===== config.mk =====
export PLATFORM = sky130hd
export DESIGN_NAME = regfile_param
export DESIGN_NICKNAME = d
export VERILOG_FILES = /design/src/rtl/regfile_param.sv
export SDC_FILE = /design/constraint.sdc
export NUM_CORES = 2
export LEC_CHECK = 0
export CAP_MARGIN = 20
export CELL_PAD_IN_SITES_DETAIL_PLACEMENT = 0
export CELL_PAD_IN_SITES_GLOBAL_PLACEMENT = 1
export CORE_MARGIN = 1.5
export CORE_UTILIZATION = 46
export CTS_BUF_LIST = sky130_fd_sc_hd__clkbuf_4 sky130_fd_sc_hd__clkbuf_8
export CTS_CLUSTER_SIZE = 16
export DETAILED_ROUTE_END_ITERATION = 12
export PLACE_DENSITY_LB_ADDON = 0.1
export SETUP_SLACK_MARGIN = 0.2
export SKIP_LAST_GASP = 1
export SYNTH_ARGS = -nofsm -noshare
export SYNTH_HDL_FRONTEND = slang
export SYNTH_HIERARCHICAL = 1
export SYNTH_SLANG_ARGS = --single-unit

===== constraint.sdc =====
create_clock -name clk -period 2.6 [get_ports clk]
set_input_delay 0.52 -clock clk [delete_from_list [all_inputs] [get_ports clk]]
set_output_delay 0.52 -clock clk [all_outputs]
set_load 0.005 [all_outputs]

===== src/rtl/regfile_param.sv =====
// Parametrised register file: N combinational read ports, one byte-enabled write port,
// optional bypass and hardwired R0, per-register pending scoreboard and a sequential clear sweep.
module regfile_rd_port #(
  parameter int DATA_W   = 32,
  parameter int NUM_REGS = 16,
  parameter int ADDR_W   = $clog2(NUM_REGS),
  parameter int BYPASS   = 1
) (
  input  logic [NUM_REGS-1:0][DATA_W-1:0] regs,
  input  logic [NUM_REGS-1:0]             pending,
  input  logic [ADDR_W-1:0]               rs,
  input  logic                            byp_en,
  input  logic [ADDR_W-1:0]               byp_addr,
  input  logic [DATA_W-1:0]               byp_data,
  input  logic                            byp_pend,
  output logic [DATA_W-1:0]               data,
  output logic                            pend
);
  always_comb begin
    data = regs[rs];
    pend = pending[rs];
    if (BYPASS != 0 && byp_en && rs == byp_addr) begin
      data = byp_data;
      pend = byp_pend;
    end
  end
endmodule

module regfile_param #(
  parameter int DATA_W   = 32,
  parameter int NUM_REGS = 16,
  parameter int ADDR_W   = $clog2(NUM_REGS),
  parameter int NUM_RD   = 3,
  parameter int BYPASS   = 1,
  parameter int ZERO_R0  = 0,
  parameter int TAP_IDX  = 6
) (
  input  logic                     clk,
  input  logic                     rst,
  input  logic                     wr_enable,
  input  logic [ADDR_W-1:0]        wr_addr,
  input  logic [DATA_W-1:0]        wr_data,
  input  logic [DATA_W/8-1:0]      wr_be,
  input  logic [NUM_RD*ADDR_W-1:0] rs,
  output logic [NUM_RD*DATA_W-1:0] rd_data,
  output logic [NUM_RD-1:0]        rd_pending,
  input  logic                     rsv_en,
  input  logic [ADDR_W-1:0]        rsv_addr,
  input  logic                     clr_req,
  output logic                     clr_busy,
  output logic                     clr_done,
  output logic [DATA_W-1:0]        tap_data
);
  localparam int NB = DATA_W / 8;

  typedef enum logic {S_IDLE, S_CLEAR} state_t;

  state_t                         state_q, state_d;
  logic [ADDR_W-1:0]              cnt;
  logic [NUM_REGS-1:0][DATA_W-1:0] regs;
  logic [NUM_REGS-1:0]            pending;
  logic                           idle, wr_ok, rsv_ok, byp_pend;
  logic [DATA_W-1:0]              wr_merged;

  assign idle   = (state_q == S_IDLE);
  // R0 drops writes/reservations when hardwired, so it never leaves its reset value
  assign wr_ok  = wr_enable && idle && !(ZERO_R0 != 0 && wr_addr == '0);
  assign rsv_ok = rsv_en && idle && !(ZERO_R0 != 0 && rsv_addr == '0);
  assign byp_pend = rsv_ok && (rsv_addr == wr_addr);

  always_comb begin
    wr_merged = regs[wr_addr];
    for (int i = 0; i < NB; i++)
      if (wr_be[i]) wr_merged[i*8 +: 8] = wr_data[i*8 +: 8];
  end

  always_comb begin
    state_d = state_q;
    case (state_q)
      S_IDLE:  if (clr_req) state_d = S_CLEAR;
      S_CLEAR: if (cnt == ADDR_W'(NUM_REGS-1)) state_d = S_IDLE;
      default: state_d = S_IDLE;
    endcase
  end

  assign clr_busy = (state_q == S_CLEAR);
  assign clr_done = (state_q == S_CLEAR) && (cnt == ADDR_W'(NUM_REGS-1));

  always_ff @(posedge clk or negedge rst) begin
    if (!rst) begin
      regs    <= '0;
      pending <= '0;
      state_q <= S_IDLE;
      cnt     <= '0;
    end else begin
      state_q <= state_d;
      if (state_q == S_CLEAR) begin
        regs[cnt]    <= '0;
        pending[cnt] <= 1'b0;
        cnt          <= cnt + ADDR_W'(1);
      end else begin
        cnt <= '0;
        if (wr_ok) begin
          regs[wr_addr]    <= wr_merged;
          pending[wr_addr] <= 1'b0;
        end
        // reserve after write so a same-index reserve wins
        if (rsv_ok) pending[rsv_addr] <= 1'b1;
      end
    end
  end

  assign tap_data = regs[TAP_IDX];

  genvar k;
  generate
    for (k = 0; k < NUM_RD; k++) begin : g_rd
      regfile_rd_port #(
        .DATA_W(DATA_W), .NUM_REGS(NUM_REGS), .ADDR_W(ADDR_W), .BYPASS(BYPASS)
      ) u_rd (
        .regs     (regs),
        .pending  (pending),
        .rs       (rs[k*ADDR_W +: ADDR_W]),
        .byp_en   (wr_ok),
        .byp_addr (wr_addr),
        .byp_data (wr_merged),
        .byp_pend (byp_pend),
        .data     (rd_data[k*DATA_W +: DATA_W]),
        .pend     (rd_pending[k])
      );
    end
  endgenerate
endmodule


; After elaboration in Yosys (flattened, before gate mapping)
; Cells that the tools add are included.
[classes]
addsub = 1
n_lt_le_gt_ge = 9
n_eq_ne = 5
muxes = 45
bitwise = 8
n_reduce_logical = 11
[ops]
columns = op, count
row1 = two-way mux 512 bit, 2
row2 = AND 512 bit, 1
row3 = binary-select mux 32 bit (select 4 bit), 4
row4 = bitwise mux 512 bit, 1
row5 = NOT 512 bit, 1
row6 = two-way mux 32 bit, 9
row7 = demux 32 bit (select 4 bit), 2
row8 = two-way mux 16 bit, 4
row9 = AND 16 bit, 2
row10 = two-way mux 8 bit, 4
row11 = NOT 16 bit, 2
row12 = < comparator 4 x 5 -> 1 bit (second input constant), 6
row13 = == test 4 bit, 4
row14 = OR 16 bit, 1
row15 = binary-select mux 1 bit (select 4 bit), 3
row16 = demux 1 bit (select 4 bit), 3
row17 = greater-or-equal comparator 4 x 1 -> 1 bit (second input constant), 3
row18 = two-way mux 1 bit, 11
row19 = logical AND 1 bit, 10
row20 = adder 4 x 1 -> 4 bit (second input constant), 1
row21 = == test 4 bit (second input constant), 1
row22 = two-way mux 4 bit, 1
row23 = case mux 1 bit (2 select lines), 1
row24 = nonzero test 2 bit, 1
row25 = NOT 1 bit, 1
[totals]
ff_bits = 533
in_bits = 61
output_inout_bits = 133
wordCells = 98

; Longest topological paths before layout
[logic_depth]
word_depth = 11
ltp_mapped = 10

; Modules after synthesis
; Netlist, hierarchy kept.
[by_module_without_submodules]
columns = module, n_inst, cells_per_inst, area_each_um2, seq_area_each_um2
row1 = regfile_param, 1, 2995, 29365.7, 13337.8
row2 = regfile_rd_port, 3, 320, 4327.9, 0.0

; Worst setup path after synthesis
; No wires, ideal clock.
[synth_timing]
path_type = input to output
start = in wr_addr[0]
end = out rd_data[24]
arrival_ns = 2.270
required_ns = 2.080
path_slack_ns = -0.190
cell_stages = 7
path_cell_list = buf_4 buf_4 mux4_2 and2_1 nor2_2 a21oi_1 mux2_2
[synth_via]
elab_chain_len = 4
elab_cells_between_ends = 6
[synth_lines]
columns = element, line_no
row1 = start: declaration, 41  ; input logic [ADDR_W-1:0] wr_addr,
row2 = binary-select mux 32 bit (select 4 bit), 72  ; wr_merged = regs[wr_addr];
row3 = two-way mux 32 bit (implied by the code), 72
row4 = two-way mux 8 bit, 74  ; if (wr_be[i]) wr_merged[i*8 +: 8] = wr_data[i*8 +: 8];
row5 = via wr_merged[24], 63  ; logic [DATA_W-1:0] wr_merged;
row6 = two-way mux 32 bit, 22  ; if (BYPASS != 0 && byp_en && rs == byp_addr) begin
row7 = end: declaration, 45  ; output logic [NUM_RD*DATA_W-1:0] rd_data,
; The timed path passes the listed nets, and every way through them passes these cells. The select of a mux whose other input is x is not followed.

; Worst setup path in the final report
[layout_timing]
start = reg state_q, in the netlist clr_busy
end = out rd_data[24]
[layout_via]
elab_chain_len = 4
[layout_lines]
columns = element, line_no
row1 = start: declaration, 58  ; state_t state_q, state_d;
row2 = start signal: assignment, 96  ; state_q <= state_d;
row3 = NOT 1 bit, 65  ; assign idle = (state_q == S_IDLE);
row4 = logical AND 1 bit, 67  ; assign wr_ok = wr_enable && idle && !(ZERO_R0 != 0 && wr_addr == '0);
row5 = via wr_ok, 62  ; logic idle, wr_ok, rsv_ok, byp_pend;
row6 = logical AND 1 bit, 22
row7 = two-way mux 32 bit, 22
; The timed path passes the listed nets, and every way through them passes these cells.

==> flow_metrics.py <==
metrics = {
    "run_status": {
        "status": "finished with violations",
        "violations": "setup timing",
    },
    "timing": {
        "fin_crit_sh_pct": 127,
        "slew_viol_final": 0,
        "slew_headroom_pct": 40.5,
        "clock-skew-final_ps": 51.0,
        "fmaxAchievable_ghz": 0.302,
        "hold_viol_final": 0,
        "finalCriticalPeriod_ps": 3310,
        "rsz0062_at_grt": "yes",
        "tightestPinTransition_ps": 892,
        "fin_ws_ps": -711,
        "finalSetupViolations": 99,
    },
    "synthesis": {
        "ys_dominant_reg_cell": "dfrtp_1",
        "syn_nets": 4020,
        "synth_seq_area_share_pct": 31.5,
        "syn_area_per_cell_um2": 10.7,
        "synth_enable_flop_cells": 0,
        "yosys_register_bits": 533,
        "ys_types": 56,
        "syn_inst": 3955,
        "synth_area_um2": 42300,
        "synth_warnings": 6,
        "async_reset_ff_share_pct": 100,
    },
    "pwr": {
        "vdd_drop_max_v": 0.000681,
        "total_leakage_power_nw": 25.4,
        "p_per_area_nw_per_um2": 611,
        "p_sw_mw": 14.1,
        "intPower_mw": 22.2,
        "p_clk_share_pct": 27.9,
        "swShare_pct": 38.8,
        "pwr-share-comb_pct": 40.3,
        "p_seq_share_pct": 31.9,
    },
    "clocking": {
        "cts_buffers": 107,
        "clk-insertion-delay-late_ps": 820,
        "clockBufferDepth": 3,
        "cts_root_buffer": "clkbuf_8",
        "path_clk_slew_ps": 60,
        "cts_tree": "built",
        "clock-sinks": 533,
        "htreeDepth": 3,
    },
    "worst_setup_path": {
        "end_kind": "output pin",
        "cpPeakStageDelay_ps": 400,
        "cp_max_fo": 4,
        "rr_startpoint": "clr_busy$_DFF_PN0_",
        "critical_path.startpoint_type": "register",
        "slowest_stage": "dfrtp_2",
        "cp_data_required_time_ps": 2080,
        "startpoint": "clr_busy$_DFF_PN0_",
        "crit_chain": "nand2b_4 > inv_6 > nand2_4 > nor4_4 > buf_4 > buf_12 > buf_16 > buf_16 > buf_6 > mux2_4 > buf_6",
        "critPathArrivalTime_ps": 2790,
        "crit_type": "reg2out",
    },
    "worst_hold_path": {
        "hold_class": "in2async",
    },
    "cells_and_area": {
        "fillers": 7031,
        "multi_input_area_um2": 28900,
        "fin_cells": 6160,
        "drive_above_1_share_pct": 45.3,
        "seqCellArea_um2": 13300,
        "final_util_pct": 65.0,
        "nNetsFinal": 4939,
        "area_delta_synth_final_pct": 40.3,
    },
    "global_routing": {
        "track_usage_pct": 45.2,
        "grt-ovfl-total": 0,
        "antenna_found_initial": 5,
        "grt_pass1_wl_um": 311000,
        "grt_max_degree": 69,
        "grt_pass1_vias": 45800,
    },
    "floorplanning": {
        "placementRows": 111,
        "die_w_um": 306,
        "fp.coreArea_um2": 91400,
        "ioPinCount": 194,
        "start_util_pct": 46.3,
        "die-area_um2": 93900,
        "die_h_um": 306,
    },
    "detailed_routing": {
        "num_vias": 45600,
        "vias_per_cell": 7.41,
        "routedWlPerCell_um": 35.6,
        "ant_nets": 0,
        "dr.pass1.iters": 7,
        "drt-total-wl_um": 219000,
        "drcViolationCount": 0,
        "drtIter0Drc": 7369,
    },
    "job": {
        "maxCapViolCount": 0,
    },
    "placement": {
        "place_congestion": 0.968,
        "port_buffers": 193,
        "hpwl_um": 139000,
        "place_inst": 5688,
    },
}
[worst max-delay path, delay by kind of cell (launching register included)]
| family | cells | cell delay (ps) |
|---|---|---|
| simple gates | 3 | 360 |
| flops | 1 | 400 |
| mux | 1 | 290 |
| buf+inv | 7 | 960 |
[logic make-up after synthesis]
| group | count (synthesis) | share of synthesized area (%) |
|---|---|---|
| buffers and inverters | 447 | 5.29 |
| AO/OA/AOI/OAI | 1167 | 21.1 |
| flip-flops | 533 | 31.5 |
| multiplexers | 722 | 30.1 |
| adder cells (fa/ha/maj) | 4 | 0.118 |
| AND/OR/NAND/NOR | 1064 | 11.5 |
| XOR/XNOR | 18 | 0.372 |
[metal layers]
metal  routed length, um  up-vias  global-route usage [%]
li1                    -    17800                       -
met1               77200    22700                    57.4
met2               92900     4132                    64.8
met3               32700     1038                    16.2
met4               16300        2                    29.7
met5                  13        -                       0
[Yosys cell counts, types with 27 or more instances]
cell type / count / area [um2]
mux2i_1: 192 / 1920
buf_6: 31 / 349
and2_1: 35 / 219
dfrtp_1: 533 / 13300
nor3_1: 196 / 981
a22oi_1: 237 / 1780
o41ai_1: 84 / 736
buf_4: 69 / 518
nor2b_1: 47 / 294
nand3_1: 40 / 200
mux4_2: 431 / 9710
mux2_2: 99 / 1110
a32oi_1: 271 / 2370
o21ai_0: 321 / 1610
nand2_1: 623 / 2340
buf_1: 28 / 105
nand2b_1: 37 / 231
o31ai_1: 59 / 443
buf_2: 52 / 260
clkbuf_1: 259 / 972
nor2_1: 27 / 101
a21oi_1: 67 / 335
o41ai_2: 40 / 651
o211ai_1: 31 / 233
[state kept, by name (all words and copies together) (netlist names)]
name      cells
cnt           4
clr_busy      1
pending      16
tap_data     32
regs        480
[power by group through the flow]
stage                     Combinational [mW]  Sequential, mW  Clock [mW]
after floorplan                         6.89            10.9           0
after global placement                  12.8            11.4           0
after detailed placement                13.1            11.6           0
after CTS                               13.6            11.4        10.1
after global routing                    15.1            11.7        10.4
final                                   14.6            11.6        10.1
[per-stage QoR]
stage	hold WS [ps]	instance area (um2)	TNS, ps	setup WS [ps]	power (mW)
finish	264	59400	-58210	-711	36.3
global route	280	59400	-64700	-763	37.2
CTS	263	57600	-63000	-771	35.1
detailed placement	506	53000	-89560	-904	24.6
global placement	498	53000	-84740	-902	24.2
floorplan	224	43300	0	61.3	17.8
[path summary, 6_finish.rpt]
kind	endpoint	slack (ps)	cells after the start
min in group clk	clr_busy$_DFF_PN0_	300	3
max	rd_data[24]	-710	11
min	regs[405]$_DFFE_PN0P_	260	2
max in group asynchronous	tap_data[15]$_DFFE_PN0P_	1290	3
max reg2reg	regs[41]$_DFFE_PN0P_	70	12
min reg2reg	regs[115]$_DFFE_PN0P_	520	2
[area by class of cell]
type	count	share of cell area, %
multi-input cells	2976	48.7
flip-flops and latches	533	22.5
repair buffers	1249	22.2
clock buffers	165	3.56
well taps	1186	2.50
clock inverters	35	0.541
inverters	7	0.0527
diodes	9	0.0379
[layout by cell type (no fill, tap or decap), types with 74 or more instances in the layout]
| cell | instances |
|---|---|
| a32oi_1 | 257 |
| o21ai_0 | 309 |
| dfrtp_1 | 526 |
| buf_4 | 730 |
| nand2_1 | 611 |
| clkbuf_8 | 140 |
| buf_12 | 215 |
| nor3_1 | 131 |
| buf_6 | 134 |
| o41ai_1 | 84 |
| mux2i_1 | 190 |
| mux4_2 | 431 |
| clkdlybuf4s50_1 | 74 |
| a22oi_1 | 193 |
| mux2_4 | 89 |
[timing repair]
item                       CTS  global route
setup endpoints to repair  123           265
hold endpoints to repair    27             0
resized for setup          516           268
cloned                      10             8
hold buffers                 1             0
pin swaps                   33            77
setup buffers              175            69
Note: power is estimated with default switching activity, not from simulation.
